===== config.mk =====
export PLATFORM = sky130hd
export DESIGN_NAME = seg7_scan_mux
export DESIGN_NICKNAME = d
export VERILOG_FILES = /design/src/rtl/seg7_pkg.sv /design/src/rtl/seg7_refresh_timer.sv /design/src/rtl/seg7_scan_mux.sv
export SDC_FILE = /design/constraint.sdc
export NUM_CORES = 1
export LEC_CHECK = 0
export BUFFER_PORTS_ARGS = -buffer_cell sky130_fd_sc_hd__clkbuf_2
export CAP_MARGIN = 20
export CELL_PAD_IN_SITES_DETAIL_PLACEMENT = 0
export CELL_PAD_IN_SITES_GLOBAL_PLACEMENT = 1
export CORE_MARGIN = 5
export CORE_UTILIZATION = 31
export CTS_BUF_LIST = sky130_fd_sc_hd__clkbuf_8
export CTS_CLUSTER_SIZE = 8
export DETAILED_ROUTE_END_ITERATION = 10
export PLACE_DENSITY_LB_ADDON = 0.1
export SLEW_MARGIN = 20
export SYNTH_ARGS = -nofsm -noshare
export SYNTH_HDL_FRONTEND = slang
export SYNTH_HIERARCHICAL = 1
export SYNTH_SLANG_ARGS = --single-unit
export TNS_END_PERCENT = 20

===== constraint.sdc =====
create_clock -name clk -period 2.6 [get_ports clk]
set_input_delay 0.13 -clock clk [delete_from_list [all_inputs] [get_ports clk]]
set_output_delay 0.13 -clock clk [all_outputs]
set_load 0.005 [all_outputs]

===== src/rtl/seg7_pkg.sv =====
// Shared 7-segment definitions for the display stages.
// Segment patterns are active-low, bit order {g,f,e,d,c,b,a}.
package seg7_pkg;

    typedef logic [6:0] seg_t;

    localparam seg_t SEG_BLANK = 7'h7F;      // all segments off
    localparam seg_t SEG_ZERO  = 7'b1000000; // glyph "0"

    // True when a pattern is the zero glyph, used for zero suppression.
    function automatic logic is_zero_glyph(input seg_t pattern);
        return pattern == SEG_ZERO;
    endfunction

endpackage


===== src/rtl/seg7_refresh_timer.sv =====
// Refresh timebase for multiplexed displays: a prescaler that splits time
// into digit slots, a slot counter, and a strobe marking the first cycle of
// every frame (cnt==0 in slot 0). Disabling the timer parks it at frame start,
// so re-enabling always begins a fresh frame.
module seg7_refresh_timer #(
    parameter int DIGITS      = 4,
    parameter int REFRESH_DIV = 50000
) (
    input  logic                          clk,
    input  logic                          rst,
    input  logic                          en,
    output logic [$clog2(REFRESH_DIV)-1:0] cnt,
    output logic [$clog2(DIGITS)-1:0]      slot,
    output logic                          load
);

    localparam int CNT_W  = $clog2(REFRESH_DIV);
    localparam int SLOT_W = $clog2(DIGITS);

    localparam logic [CNT_W-1:0]  CNT_LAST  = CNT_W'(REFRESH_DIV - 1);
    localparam logic [SLOT_W-1:0] SLOT_LAST = SLOT_W'(DIGITS - 1);

    // Prescaler and slot counter; both held at zero while disabled.
    // NOTE: sequential state uses non-blocking assignments so every register
    // samples pre-edge values, independent of statement order.
    always_ff @(posedge clk or negedge rst) begin
        if (!rst) begin
            cnt  <= '0;
            slot <= '0;
        end else if (!en) begin
            cnt  <= '0;
            slot <= '0;
        end else if (cnt == CNT_LAST) begin
            cnt  <= '0;
            slot <= (slot == SLOT_LAST) ? '0 : slot + 1'b1;
        end else begin
            cnt <= cnt + 1'b1;
        end
    end

    // Frame-start strobe: first cycle of slot 0 while running.
    assign load = en && (cnt == '0) && (slot == '0);

endmodule


===== src/rtl/seg7_scan_mux.sv =====
// Time-multiplexed driver for a common-anode 7-segment display.
// Captures all digit patterns once per frame so a digit never tears mid-scan,
// blanks each slot briefly to avoid ghosting, optionally hides zero digits,
// and can blink the whole display. Outputs are registered (one cycle latency).
module seg7_scan_mux
    import seg7_pkg::*;
#(
    parameter int DIGITS       = 4,
    parameter int REFRESH_DIV  = 50000,
    parameter int BLANK_CYC    = 16,
    parameter int BLINK_FRAMES = 64
) (
    input  logic                  clk,
    input  logic                  rst,
    input  logic                  en,
    input  logic                  blink,
    input  logic [DIGITS-1:0]     lzb_mask,
    input  logic [7*DIGITS-1:0]   seg_in,
    output logic [6:0]            seg_out,
    output logic [DIGITS-1:0]     an,
    output logic                  frame_tick
);

    localparam int CNT_W  = $clog2(REFRESH_DIV);
    localparam int SLOT_W = $clog2(DIGITS);
    localparam int FR_W   = (BLINK_FRAMES > 1) ? $clog2(BLINK_FRAMES) : 1;

    localparam logic [CNT_W-1:0] BLANK_LIM = CNT_W'(BLANK_CYC);
    localparam logic [FR_W-1:0]  FR_LAST   = FR_W'(BLINK_FRAMES - 1);

    logic [CNT_W-1:0]    cnt;
    logic [SLOT_W-1:0]   slot;
    logic                load;

    logic [7*DIGITS-1:0] snap;
    logic [FR_W-1:0]     frame_cnt;
    logic                phase;

    seg_t                cur_seg;
    logic                dark;
    logic [DIGITS-1:0]   an_next;
    seg_t                seg_next;

    seg7_refresh_timer #(
        .DIGITS      (DIGITS),
        .REFRESH_DIV (REFRESH_DIV)
    ) u_timer (
        .clk  (clk),
        .rst  (rst),
        .en   (en),
        .cnt  (cnt),
        .slot (slot),
        .load (load)
    );

    // Frame snapshot of all digit patterns plus the frame-start pulse.
    // NOTE: the snapshot is reset (to all segments off) because the display
    // reads it directly; an unreset pattern store would show garbage glyphs.
    always_ff @(posedge clk or negedge rst) begin
        if (!rst) begin
            snap       <= '1;
            frame_tick <= 1'b0;
        end else begin
            frame_tick <= load;
            if (load) begin
                snap <= seg_in;
            end
        end
    end

    // Blink timebase: counts frames while blinking, toggling phase each
    // BLINK_FRAMES frames; parked at the lit half whenever blink or en is low.
    always_ff @(posedge clk or negedge rst) begin
        if (!rst) begin
            frame_cnt <= '0;
            phase     <= 1'b0;
        end else if (!en || !blink) begin
            frame_cnt <= '0;
            phase     <= 1'b0;
        end else if (load) begin
            if (frame_cnt == FR_LAST) begin
                frame_cnt <= '0;
                phase     <= ~phase;
            end else begin
                frame_cnt <= frame_cnt + 1'b1;
            end
        end
    end

    // Next digit enable / segment value for the current slot.
    // NOTE: every output gets a default before the conditional update, so no
    // path leaves a value unassigned and no latch is inferred.
    always_comb begin
        an_next  = '1;
        seg_next = SEG_BLANK;
        cur_seg  = snap[7*int'(slot) +: 7];
        dark     = !en
                || (cnt < BLANK_LIM)
                || phase
                || (lzb_mask[slot] && is_zero_glyph(cur_seg));
        if (!dark) begin
            an_next[slot] = 1'b0;
            seg_next      = cur_seg;
        end
    end

    // Registered display outputs; reset drives the display dark immediately.
    always_ff @(posedge clk or negedge rst) begin
        if (!rst) begin
            an      <= '1;
            seg_out <= SEG_BLANK;
        end else begin
            an      <= an_next;
            seg_out <= seg_next;
        end
    end

endmodule


==> results_dict.tcl <==
set metrics [dict create \
    core_area_um2 9820 \
    rows 36 \
    ys_ff_latch 65 \
    dr.first_iter.drc_count 42 \
    root_buffer "clkbuf_8" \
    seqPwrFrac_pct 52.0 \
    ant_nets 0 \
    synthTopCellsByArea "dfstp_2 33%, dfrtp_1 21%, mux2_2 10%, mux4_1 5.0%, xnor2_1 3.3%" \
    die_area_um2 12200 \
    power_density_nw_per_um2 644 \
    cts_tree "yes" \
    fin_area_um2 3750 \
    dpl_cell_area_um2 3550 \
    hpwl_um 4750 \
    cts_sinks 65 \
    grt_use_total_pct 11.7 \
    gp_congestion 0.698 \
    num_vias 2151 \
    comb_power_share_pct 13.3 \
    syn-num-nets 292 \
    maxCapViolations 0 \
    final_cell_mix "47 x clkbuf_2, 39 x dfstp_2, 28 x mux2_2, 26 x dfrtp_1, 22 x nor2_1" \
    die_h_um 111 \
    die_w_um 111 \
    io_pins 48 \
    n_fill_cell 1017 \
    yosysTopAreaCellShare_pct 32.6 \
    seq_area_frac_synth_pct 53.3 \
    cts_resized 0 \
    start_util_pct 32.0 \
    cts_hold_buf 1 \
    multiInputGateArea_um2 1350 \
    h-tree-depth 3 \
    power_leakage_nw 1.53 \
    vdd_ir_drop_max_mv 0.265 \
    clock.fmax_mhz 439 \
    area_delta_synth_final_pct 19.6 \
    final_common_cell "clkbuf_2" \
    synth_area_leader_cell "dfstp_2" \
    hold_class "input port to flip-flop" \
    routed_via_density 4.84 \
    finalSetupTns_ns 0 \
    slew_viol_final 0 \
    post-route-min-period_ns 2.28 \
    maxSlewHeadroom_pct 62.9 \
    ff_latch_area_um2 1680 \
    p_int_mw 1.83 \
    drt_wl_total_um 6780 \
    post-cts-setup-buffer-count 0 \
    cp_max_fo 10 \
    grt_pass1_vias 2228 \
    final_util_pct 38.2 \
    finalNetCount 347 \
    drc_errors 0 \
    synth_area_um2 3140 \
    grt_pass1_wl_um 11600 \
    antenna_cells 0 \
    insertion_delay_ns 0.34 \
    synth.distinct_cells 41 \
    finalHoldViolCount 0 \
    grt_remaining_overflow 0 \
    ys.warnings.count 6 \
    numCtsBuffers 9 \
    rsz0062_at_grt "no" \
    swShare_pct 24.2 \
    tightest_slew_ns 0.557 \
    syn_inst 251 \
    clock_skew_ns 0.0137 \
    outcome "completed" \
    critPathLaunchType "flip-flop" \
    path_class "flip-flop to flip-flop" \
    setup_viol 0 \
    arrival_ns 2.51 \
    layout-drive-gt1-share_pct 46.9 \
    dr.pass1.iters 4 \
    pwr-share-clk_pct 34.7 \
    portBuffers 47 \
    grt_max_degree 66 \
    cts_buffer_depth 2 \
    clkTransAtPathRegs_ns 0.08 \
    grt_antenna_before_repair 0 \
    switching_power_mw 0.586 \
    wl_per_cell_um 15.3 \
    avgSynthCellArea_um2 12.5 \
    period_share_pct 87.6 \
    end_kind "flip-flop" \
    cp.required_ns 2.83 \
]
## layout make-up
cell class / instances / share of cell area (%)
Sequential cell: 65 / 44.6
Tap cell: 133 / 4.43
Multi-Input combinational cell: 159 / 36.0
Inverter: 16 / 1.60
Timing Repair Buffer: 55 / 8.26
Clock inverter: 6 / 1.40
Clock buffer: 10 / 3.67
## sequential cells by signal (all words and copies together), names as in the netlist
register / cells
phase: 1
u_timer/slot: 2
u_timer/cnt: 16
an: 4
frame_cnt: 6
frame_tick: 1
snap: 28
seg_out: 7
## power by group through the flow
stage          Clock [mW]  Combinational [mW]  Sequential (mW)
2_1_floorplan           0               0.234             1.25
3_3_place_gp            0               0.321             1.28
3_5_place_dp            0               0.326             1.28
4_1_cts             0.880               0.329             1.26
5_1_grt             0.909               0.361             1.27
6_report            0.840               0.322             1.26
## path summary, 6_finish.rpt
kind / startpoint / end / slack (ns) / depth (start not counted)
hold / removal: seg_in[21] / snap[21] / 0.02 / 2
min in group asynchronous: rst / u_timer/slot[0] / 0.35 / 3
setup / recovery: u_timer/slot[0] / an[2] / 0.32 / 3
setup reg to reg: u_timer/slot[0] / an[2] / 0.32 / 3
max in group asynchronous: rst / snap[11] / 1.92 / 3
hold reg to reg: frame_cnt[5] / frame_cnt[5] / 0.50 / 1
## Yosys cell counts
cell / count
a21boi_1: 1
a21oi_1: 3
a311oi_1: 3
a41oi_1: 1
and2_1: 2
and2b_1: 1
and3_1: 1
buf_1: 1
buf_2: 1
buf_6: 2
clkbuf_1: 7
dfrtp_1: 26
dfstp_2: 39
ha_1: 5
inv_1: 16
mux2_2: 28
mux2i_1: 2
mux4_1: 6
mux4_2: 2
nand2_1: 9
nand2b_1: 3
nand3_1: 7
nand3_2: 1
nand4_1: 6
nor2_1: 22
nor2b_1: 2
nor3_1: 6
nor4_1: 9
nor4b_1: 1
o21ai_0: 4
o21ai_2: 1
o22ai_1: 1
o311ai_1: 7
o311ai_2: 3
or2_2: 1
or3_1: 1
or3_4: 1
or4_1: 2
or4b_4: 1
xnor2_1: 12
xor2_1: 4
## metrics by stage
step	power, mW	hold slack [ns]	std cells	setup WS, ns
2_1_floorplan	1.48	-0.166	251	0.407
3_3_place_gp	1.60	0.188	427	0.395
3_5_place_dp	1.60	0.185	427	0.310
4_1_cts	2.47	0.00501	444	0.287
5_1_grt	2.54	0.00899	444	0.149
6_report	2.42	0.0242	444	0.322
## critical path, stage by stage (launching register included)
cell	delay [ns]
dfrtp_1	0.56
mux4_1	0.63
or4b_4	0.64
o311ai_1	0.35
## cells by family after synthesis
| kind of cell | count (synthesis) | share of synthesized area [%] |
|---|---|---|
| compound gates | 24 | 6.45 |
| xor+xnor | 16 | 4.46 |
| fa+ha+maj | 5 | 1.99 |
| buf+inv | 27 | 3.74 |
| flops | 65 | 53.3 |
| mux | 38 | 17.1 |
| simple gates | 76 | 12.9 |
## per-layer routing
metal / GRT usage (%) / part of all wire [%] / up-vias
li1: - / - / 1024
met1: 15.3 / 46 / 1073
met2: 18.4 / 48 / 47
met3: 4.31 / 4.9 / 7
met4: 3.20 / 1.1 / 0
met5: 0 / 0 / -
Power figures use the tool's default switching activity.
